<file path="src/rtl/port_io_pkg.sv">
// Shared types and framing constants for the port-mapped UART sink.
package port_io_pkg;

   typedef enum logic [1:0] {
      IDLE  = 2'd0,
      START = 2'd1,
      DATA  = 2'd2,
      STOP  = 2'd3
   } tx_state_t;

   localparam int FRAME_BITS     = 10;
   localparam int BYTES_PER_WORD = 2;

endpackage

</file>
<file path="src/rtl/port_uart_tx_if.sv">
// CPU port-write bus: strobe, target port number and data word.
interface port_uart_tx_if;

   logic        write_out;
   logic [15:0] out_port;
   logic [15:0] out_data;

   modport master (output write_out, out_port, out_data);
   modport slave  (input  write_out, out_port, out_data);

endinterface

</file>
<file path="src/rtl/port_fifo.sv">
// Word FIFO with occupancy count; a push while full is only taken
// when a pop happens in the same cycle.
module port_fifo #(
   parameter int  WIDTH = 16,
   parameter int  DEPTH = 4,
   localparam int AW    = $clog2(DEPTH)
) (
   input  logic             clk,
   input  logic             rst,
   input  logic             push,
   input  logic             pop,
   input  logic [WIDTH-1:0] din,
   output logic [WIDTH-1:0] dout,
   output logic             full,
   output logic             empty,
   output logic [AW:0]      count
);

   logic [WIDTH-1:0] mem [DEPTH];
   logic [AW-1:0]    head;
   logic [AW-1:0]    tail;
   logic [AW:0]      cnt;
   logic             do_push;
   logic             do_pop;

   assign full    = (cnt == (AW+1)'(DEPTH));
   assign empty   = (cnt == '0);
   assign count   = cnt;
   assign dout    = mem[head];
   assign do_pop  = pop && !empty;
   assign do_push = push && (!full || do_pop);

   // Storage array; contents are don't-care while the FIFO is empty.
   always_ff @(posedge clk) begin
      if (do_push) mem[tail] <= din;
   end

   // Pointers wrap naturally at DEPTH (power of two); count tracks occupancy.
   always_ff @(posedge clk) begin
      if (rst) begin
         head <= '0;
         tail <= '0;
         cnt  <= '0;
      end else begin
         if (do_push) tail <= tail + 1'b1;
         if (do_pop)  head <= head + 1'b1;
         case ({do_push, do_pop})
            2'b10:   cnt <= cnt + 1'b1;
            2'b01:   cnt <= cnt - 1'b1;
            default: cnt <= cnt;
         endcase
      end
   end

endmodule

</file>
<file path="src/rtl/port_uart_tx.sv">
// Port-mapped UART sink: matching CPU port writes are queued and each
// 16-bit word is sent as two 8N1 frames, low byte first.
//
//   state | meaning
//   IDLE  | line high, waiting for a queued word
//   START | start bit (0) for the current byte
//   DATA  | data bits, LSB first, indexed by bit_idx
//   STOP  | stop bit (1); then high byte, next word, or idle
module port_uart_tx #(
   parameter logic [15:0] PORT  = 16'h0001,
   parameter int          DIV   = 868,
   parameter int          DEPTH = 4
) (
   input  logic           clk,
   input  logic           rst,
   port_uart_tx_if.slave  bus,
   output logic           tx,
   output logic           busy,
   output logic           full,
   output logic           overflow
);
   import port_io_pkg::*;

   localparam int          CW     = $clog2(DEPTH) + 1;
   localparam logic [15:0] RELOAD = 16'(DIV - 1);

   tx_state_t   state, state_nxt;
   logic [15:0] bit_cnt, bit_cnt_nxt;
   logic [2:0]  bit_idx, bit_idx_nxt, idx_inc;
   logic        byte_sel, byte_sel_nxt;
   logic [15:0] word_q, word_nxt;
   logic        tx_nxt;
   logic [7:0]  cur_byte;
   logic        pop;
   logic        push;
   logic        port_hit;
   logic        fifo_empty;
   logic [15:0] head_word;
   logic [CW-1:0] fifo_count;

   assign port_hit = bus.write_out && (bus.out_port == PORT);
   assign push     = port_hit && !rst;
   assign busy     = (state != IDLE) || (fifo_count != '0);
   assign cur_byte = byte_sel ? word_q[15:8] : word_q[7:0];
   assign idx_inc  = bit_idx + 3'd1;

   port_fifo #(.WIDTH(16), .DEPTH(DEPTH)) u_fifo (
      .clk   (clk),
      .rst   (rst),
      .push  (push),
      .pop   (pop),
      .din   (bus.out_data),
      .dout  (head_word),
      .full  (full),
      .empty (fifo_empty),
      .count (fifo_count)
   );

   // Next-state, bit timing and line value; tx is computed one step ahead
   // so the registered line changes on the same edge as the state.
   always_comb begin
      state_nxt    = state;
      bit_cnt_nxt  = bit_cnt;
      bit_idx_nxt  = bit_idx;
      byte_sel_nxt = byte_sel;
      word_nxt     = word_q;
      tx_nxt       = tx;
      pop          = 1'b0;
      case (state)
         IDLE: begin
            tx_nxt = 1'b1;
            if (!fifo_empty) begin
               pop          = 1'b1;
               word_nxt     = head_word;
               byte_sel_nxt = 1'b0;
               bit_cnt_nxt  = RELOAD;
               state_nxt    = START;
               tx_nxt       = 1'b0;
            end
         end
         START: begin
            if (bit_cnt == '0) begin
               bit_cnt_nxt = RELOAD;
               bit_idx_nxt = 3'd0;
               state_nxt   = DATA;
               tx_nxt      = cur_byte[0];
            end else begin
               bit_cnt_nxt = bit_cnt - 16'd1;
            end
         end
         DATA: begin
            if (bit_cnt == '0) begin
               bit_cnt_nxt = RELOAD;
               if (bit_idx == 3'd7) begin
                  state_nxt = STOP;
                  tx_nxt    = 1'b1;
               end else begin
                  bit_idx_nxt = idx_inc;
                  tx_nxt      = cur_byte[idx_inc];
               end
            end else begin
               bit_cnt_nxt = bit_cnt - 16'd1;
            end
         end
         STOP: begin
            if (bit_cnt == '0) begin
               bit_cnt_nxt = RELOAD;
               bit_idx_nxt = 3'd0;
               if (!byte_sel) begin
                  byte_sel_nxt = 1'b1;
                  state_nxt    = START;
                  tx_nxt       = 1'b0;
               end else if (!fifo_empty) begin
                  pop          = 1'b1;
                  word_nxt     = head_word;
                  byte_sel_nxt = 1'b0;
                  state_nxt    = START;
                  tx_nxt       = 1'b0;
               end else begin
                  bit_cnt_nxt = '0;
                  state_nxt   = IDLE;
                  tx_nxt      = 1'b1;
               end
            end else begin
               bit_cnt_nxt = bit_cnt - 16'd1;
            end
         end
         default: begin
            state_nxt = IDLE;
            tx_nxt    = 1'b1;
         end
      endcase
   end

   // FSM, counters and line register; reset aborts any frame in flight.
   always_ff @(posedge clk) begin
      if (rst) begin
         state    <= IDLE;
         bit_cnt  <= '0;
         bit_idx  <= '0;
         byte_sel <= 1'b0;
         word_q   <= '0;
         tx       <= 1'b1;
      end else begin
         state    <= state_nxt;
         bit_cnt  <= bit_cnt_nxt;
         bit_idx  <= bit_idx_nxt;
         byte_sel <= byte_sel_nxt;
         word_q   <= word_nxt;
         tx       <= tx_nxt;
      end
   end

   // Sticky drop flag: a matching write arrived with no room and no pop.
   always_ff @(posedge clk) begin
      if (rst)                              overflow <= 1'b0;
      else if (port_hit && full && !pop)    overflow <= 1'b1;
   end

endmodule

</file>
<file path="src/flat_wrapper.sv">
// flat-port wrapper written by rule: the top's interface ports become plain ports
module port_uart_tx_flat import port_io_pkg::*;
#(
   parameter logic [15:0] PORT  = 16'h0001,
   parameter int          DIV   = 868,
   parameter int          DEPTH = 4
)
  (clk, rst, tx, busy, full, overflow, bus_write_out, bus_out_port, bus_out_data);
  port_uart_tx_if bus_i ();
  input  logic clk;
  input  logic rst;
  output logic tx;
  output logic busy;
  output logic full;
  output logic overflow;
  input wire logic [$bits(bus_i.write_out)-1:0] bus_write_out;
  input wire logic [$bits(bus_i.out_port)-1:0] bus_out_port;
  input wire logic [$bits(bus_i.out_data)-1:0] bus_out_data;
  assign bus_i.write_out = bus_write_out;
  assign bus_i.out_port = bus_out_port;
  assign bus_i.out_data = bus_out_data;
  port_uart_tx #(.PORT(PORT), .DIV(DIV), .DEPTH(DEPTH)) u_core (.clk(clk), .rst(rst), .bus(bus_i), .tx(tx), .busy(busy), .full(full), .overflow(overflow));
endmodule
</file>
<file path="config.mk">
export PLATFORM = sky130hd
export DESIGN_NAME = port_uart_tx_flat
export DESIGN_NICKNAME = d
export VERILOG_FILES = /design/src/rtl/port_io_pkg.sv /design/src/rtl/port_uart_tx_if.sv /design/src/rtl/port_fifo.sv /design/src/rtl/port_uart_tx.sv /design/src/flat_wrapper.sv
export SDC_FILE = /design/constraint.sdc
export NUM_CORES = 1
export LEC_CHECK = 0
export ABC_CLOCK_PERIOD_IN_PS = 5290
export BUFFER_PORTS_ARGS = -buffer_cell sky130_fd_sc_hd__buf_2
export CORE_ASPECT_RATIO = 0.5
export CORE_MARGIN = 5
export CORE_UTILIZATION = 25
export DETAILED_ROUTE_END_ITERATION = 8
export GPL_ROUTABILITY_DRIVEN = 1
export PLACE_DENSITY = 0.47
export SLEW_MARGIN = 15
export SYNTH_ARGS = -nofsm -noshare
export SYNTH_HDL_FRONTEND = slang
export SYNTH_SLANG_ARGS = --single-unit
</file>
<file path="constraint.sdc">
create_clock -name clk -period 5.29 [get_ports clk]
set_input_delay 0.7935 -clock clk [delete_from_list [all_inputs] [get_ports clk]]
set_output_delay 0.7935 -clock clk [all_outputs]
set_load 0.005 [all_outputs]
</file>
==> impl_results.md <==
- Largest net degree at the start of global routing: between 40 and 50
- Tot Pwr: 3.370 mW
- Sequential area share after synthesis: 0.5738
- Final core utilization: 0.3093
- H-tree levels: 4
- Hold Startpoint: u_core.overflow
- Syn nets: 458
- Clock Sinks: 113
- Max-capacitance violation count: 0
- Worst hold slack: 458.9 ps
- Critical path depth in cells: 4
- Die area: 0.02335 mm²
- Detailed Route Iter0 Violations: 197
- Post-route ant nets: 0
- Hold Path Stages: 2
- CP required: between 4000 and 5000 ps
- Period utilization: 0.6270
- Ys flop type: edfxtp_1
- Critical path cell sequence: or3_1 -> nor2_1 -> inv_1 -> buf_2
- Setup bufs post-CTS: 0
- Synth unique cells: 61
- Status: finished, final reports clean
- Hold_buf cts: 0
- Mapped Cells: 409
- # diodes: 0
- Avg Cell Area, Syn: 12.37 µm²
- PD cells: 553.6 mW/mm²
- DP Worst Slack: 1604 ps
- Global Route Usage Sum: 0.09769
- Post-CTS sizing: 0
- Critical path capture point type: output port
- Core footprint: 0.01968 mm²
- Slew Limit Fails: 0
- Clk Latency, worst-skew pair: between 400 and 500 ps
- Worst VDD drop: ~0.22 mV
- Unrepaired setup endpoints after global routing: no
- Post-synth EDFFs: 64
- Share of layout cells above drive strength 1: 0.2451
- WP buf/inv: 2
- Final setup violation count: 0
- Final hold violations: 0
- Total CTS buffers: 17
- IO Pins: 39
- CTS tree: yes
- Ys async rst share: 0
- Area growth syn-to-layout: 20.36%
- Minimum clock period: between 3000 and 4000 ps
- CTS clk-pin slew, worst paths: around 60 ps
- Initial antenna violation count: 0
- Synth Cell Area: 0.005059 mm²
- DIE WIDTH: between 200 and 250 µm
- Hold EP: u_core.overflow
- Max frequency: 301.5 MHz
- RR Startpoint: u_core.bit_cnt[0]
- Vias in the first global route: 3381
- R2r setup slk: approximately 2000 ps
- DRT Wirelength: about 11000 µm
- Site Rows: 36
- Crit path arrival time: 2520 ps
- GP Congestion: 0.7184
- IO Port Bufs: 38
- Bufs on Longest Clock Path: 2
- Worst path slowest cell: or3_1
- First-pass iteration count of the detailed router: 4
- Clock root buffer: clkbuf_16
- Crit path max-delay family: simple AND/OR/NAND/NOR gates
- Vias: approximately 3300
- Worst hold path class: flip-flop to flip-flop
- Cells on worst reg2reg path: 7
- DR DRC count: 0
- Crit path kind: flip-flop to output port
- CP peak stage delay: 680 ps
- Final HPWL DP: between 7000 and 8000 µm
- Total grt overflow: 0
- CP max FO: 18
- Setup_tns: 0 ps
- Fill cell count: 1971
- Yosys reg bits: 113
- Setup WS post-layout: 1973 ps
- Worst slew pin tran: approximately 850 ps
- Die Ht: about 110 µm
- Worst slew margin: 0.4346
- Final Net Count: 497
- Wire length per cell: approximately 15 µm
- Starting Density: 0.2570
- Post-DR vias/cell: 4.545
- First-pass GRT wire length: 18150 µm
- CP Launch Type: flip-flop
- Worst R2R End: u_core.u_fifo.mem[1][10]
- Synth Warn #: 0
- Clk_skew: ~12 ps
- Leak: 2.069 nW
==> per-layer routing <==
layer | track usage | vias up | wire (µm)
li1 | - | 1635 | -
met1 | 0.1377 | 1624 | 5661
met2 | 0.1453 | 37 | 5001
met3 | 0.02408 | 8 | 247
met4 | 0.03539 | 0 | 106
met5 | 0 | - | 0
==> worst reg2reg max path: stages, from the launching register on <==
cell and delay [ps]:
dfxtp_1 340, inv_1 110, ha_1 200, nor4b_1 290, and4_1 650, nand4_1 220
a21oi_2 360, and2_1 740
==> layout by cell type (no fill, tap or decap), types with 5 or more instances in the layout <==
cell / instances
buf_2: 38
nand4_1: 5
clkbuf_16: 17
nor2_1: 28
xnor2_1: 7
nand3_1: 19
dfxtp_1: 49
a21oi_1: 33
edfxtp_1: 64
inv_6: 6
ha_1: 13
o21ai_0: 24
o211ai_1: 5
mux4_2: 20
or3_1: 6
inv_1: 18
nor3_1: 13
nand2_1: 18
==> synthesized netlist by cell type, types with 3 or more instances <==
cell type / n / area (µm²)
and2_1: 4 / 25.02
nand2_1: 18 / 67.56
inv_1: 18 / 67.56
o211ai_1: 5 / 37.54
nand4_1: 5 / 31.28
dfxtp_1: 49 / 980.9
a31oi_1: 5 / 31.28
nand3_1: 19 / 95.09
buf_2: 4 / 20.02
o21ai_0: 24 / 120.1
clkbuf_1: 10 / 37.54
xnor2_1: 7 / 61.31
a21oi_1: 33 / 165.2
mux2_2: 3 / 33.78
edfxtp_1: 64 / 1922
ha_1: 13 / 162.7
nor2_1: 28 / 105.1
a21o_1: 3 / 22.52
nor3_1: 14 / 70.07
or4_1: 3 / 22.52
or3_1: 6 / 37.54
mux4_2: 20 / 450.4
mux2i_1: 4 / 40.04
==> state kept, by name (all words and copies together) (netlist names), 2 cells and up, named ones only <==
signal               flops
u_core.bit_cnt          16
u_core.bit_idx           3
u_core.state             2
u_core.u_fifo.count      3
u_core.u_fifo.head       2
u_core.u_fifo.mem       64
u_core.u_fifo.tail       2
u_core.word_q           16
==> through the flow <==
stage,cells,area (µm²)
finish,727,6088
global route,727,6088
CTS,727,6076
detailed placement,695,5503
global placement,695,5503
floorplan,409,5059
==> final cells by class <==
cell class / count / area, µm² / area share
Clock inverter: 15 / 147.6 / 0.02425
Tap cell: 266 / 332.8 / 0.05466
Multi-Input combinational cell: 259 / 2014 / 0.3309
Sequential cell: 113 / 2903 / 0.4768
Clock buffer: 17 / 425.4 / 0.06987
Inverter: 18 / 67.56 / 0.01110
Timing Repair Buffer: 39 / 197.7 / 0.03247
==> logic make-up (layout without fill, tap and decap cells) <==
group,Yosys count,in the layout,share of synthesized area
compound gates,88,88,0.1036
simple gates,121,121,0.1353
buf+inv,37,89,0.03141
xor+xnor,8,8,0.01385
fa+ha+maj,14,14,0.03611
mux,28,28,0.1059
flops,113,113,0.5738
==> power breakdown <==
part | switching, mW | total [mW] | internal (mW)
logic | 0.653 | 1.09 | 0.432
registers | 0.130 | 1.18 | 1.05
clock network | 0.443 | 1.10 | 0.658
total | 1.23 | 3.37 | 2.14
==> worst max-delay path by stage <==
| stage | from | to | slack (ps) |
|---|---|---|---|
| after floorplan | bus_out_port[1] | u_core.u_fifo.mem[0][0] | 2410 |
| after global placement | rst | u_core.u_fifo.mem[0][2] | 1640 |
| after detailed placement | rst | u_core.u_fifo.mem[3][2] | 1600 |
| after CTS | u_core.bit_cnt[0] | u_core.u_fifo.mem[1][5] | 1960 |
| after global routing | u_core.bit_cnt[0] | u_core.u_fifo.mem[1][5] | 1700 |
| final | u_core.u_fifo.count[2] | busy | 1970 |
No activity file was read; power rests on OpenSTA's default activity.
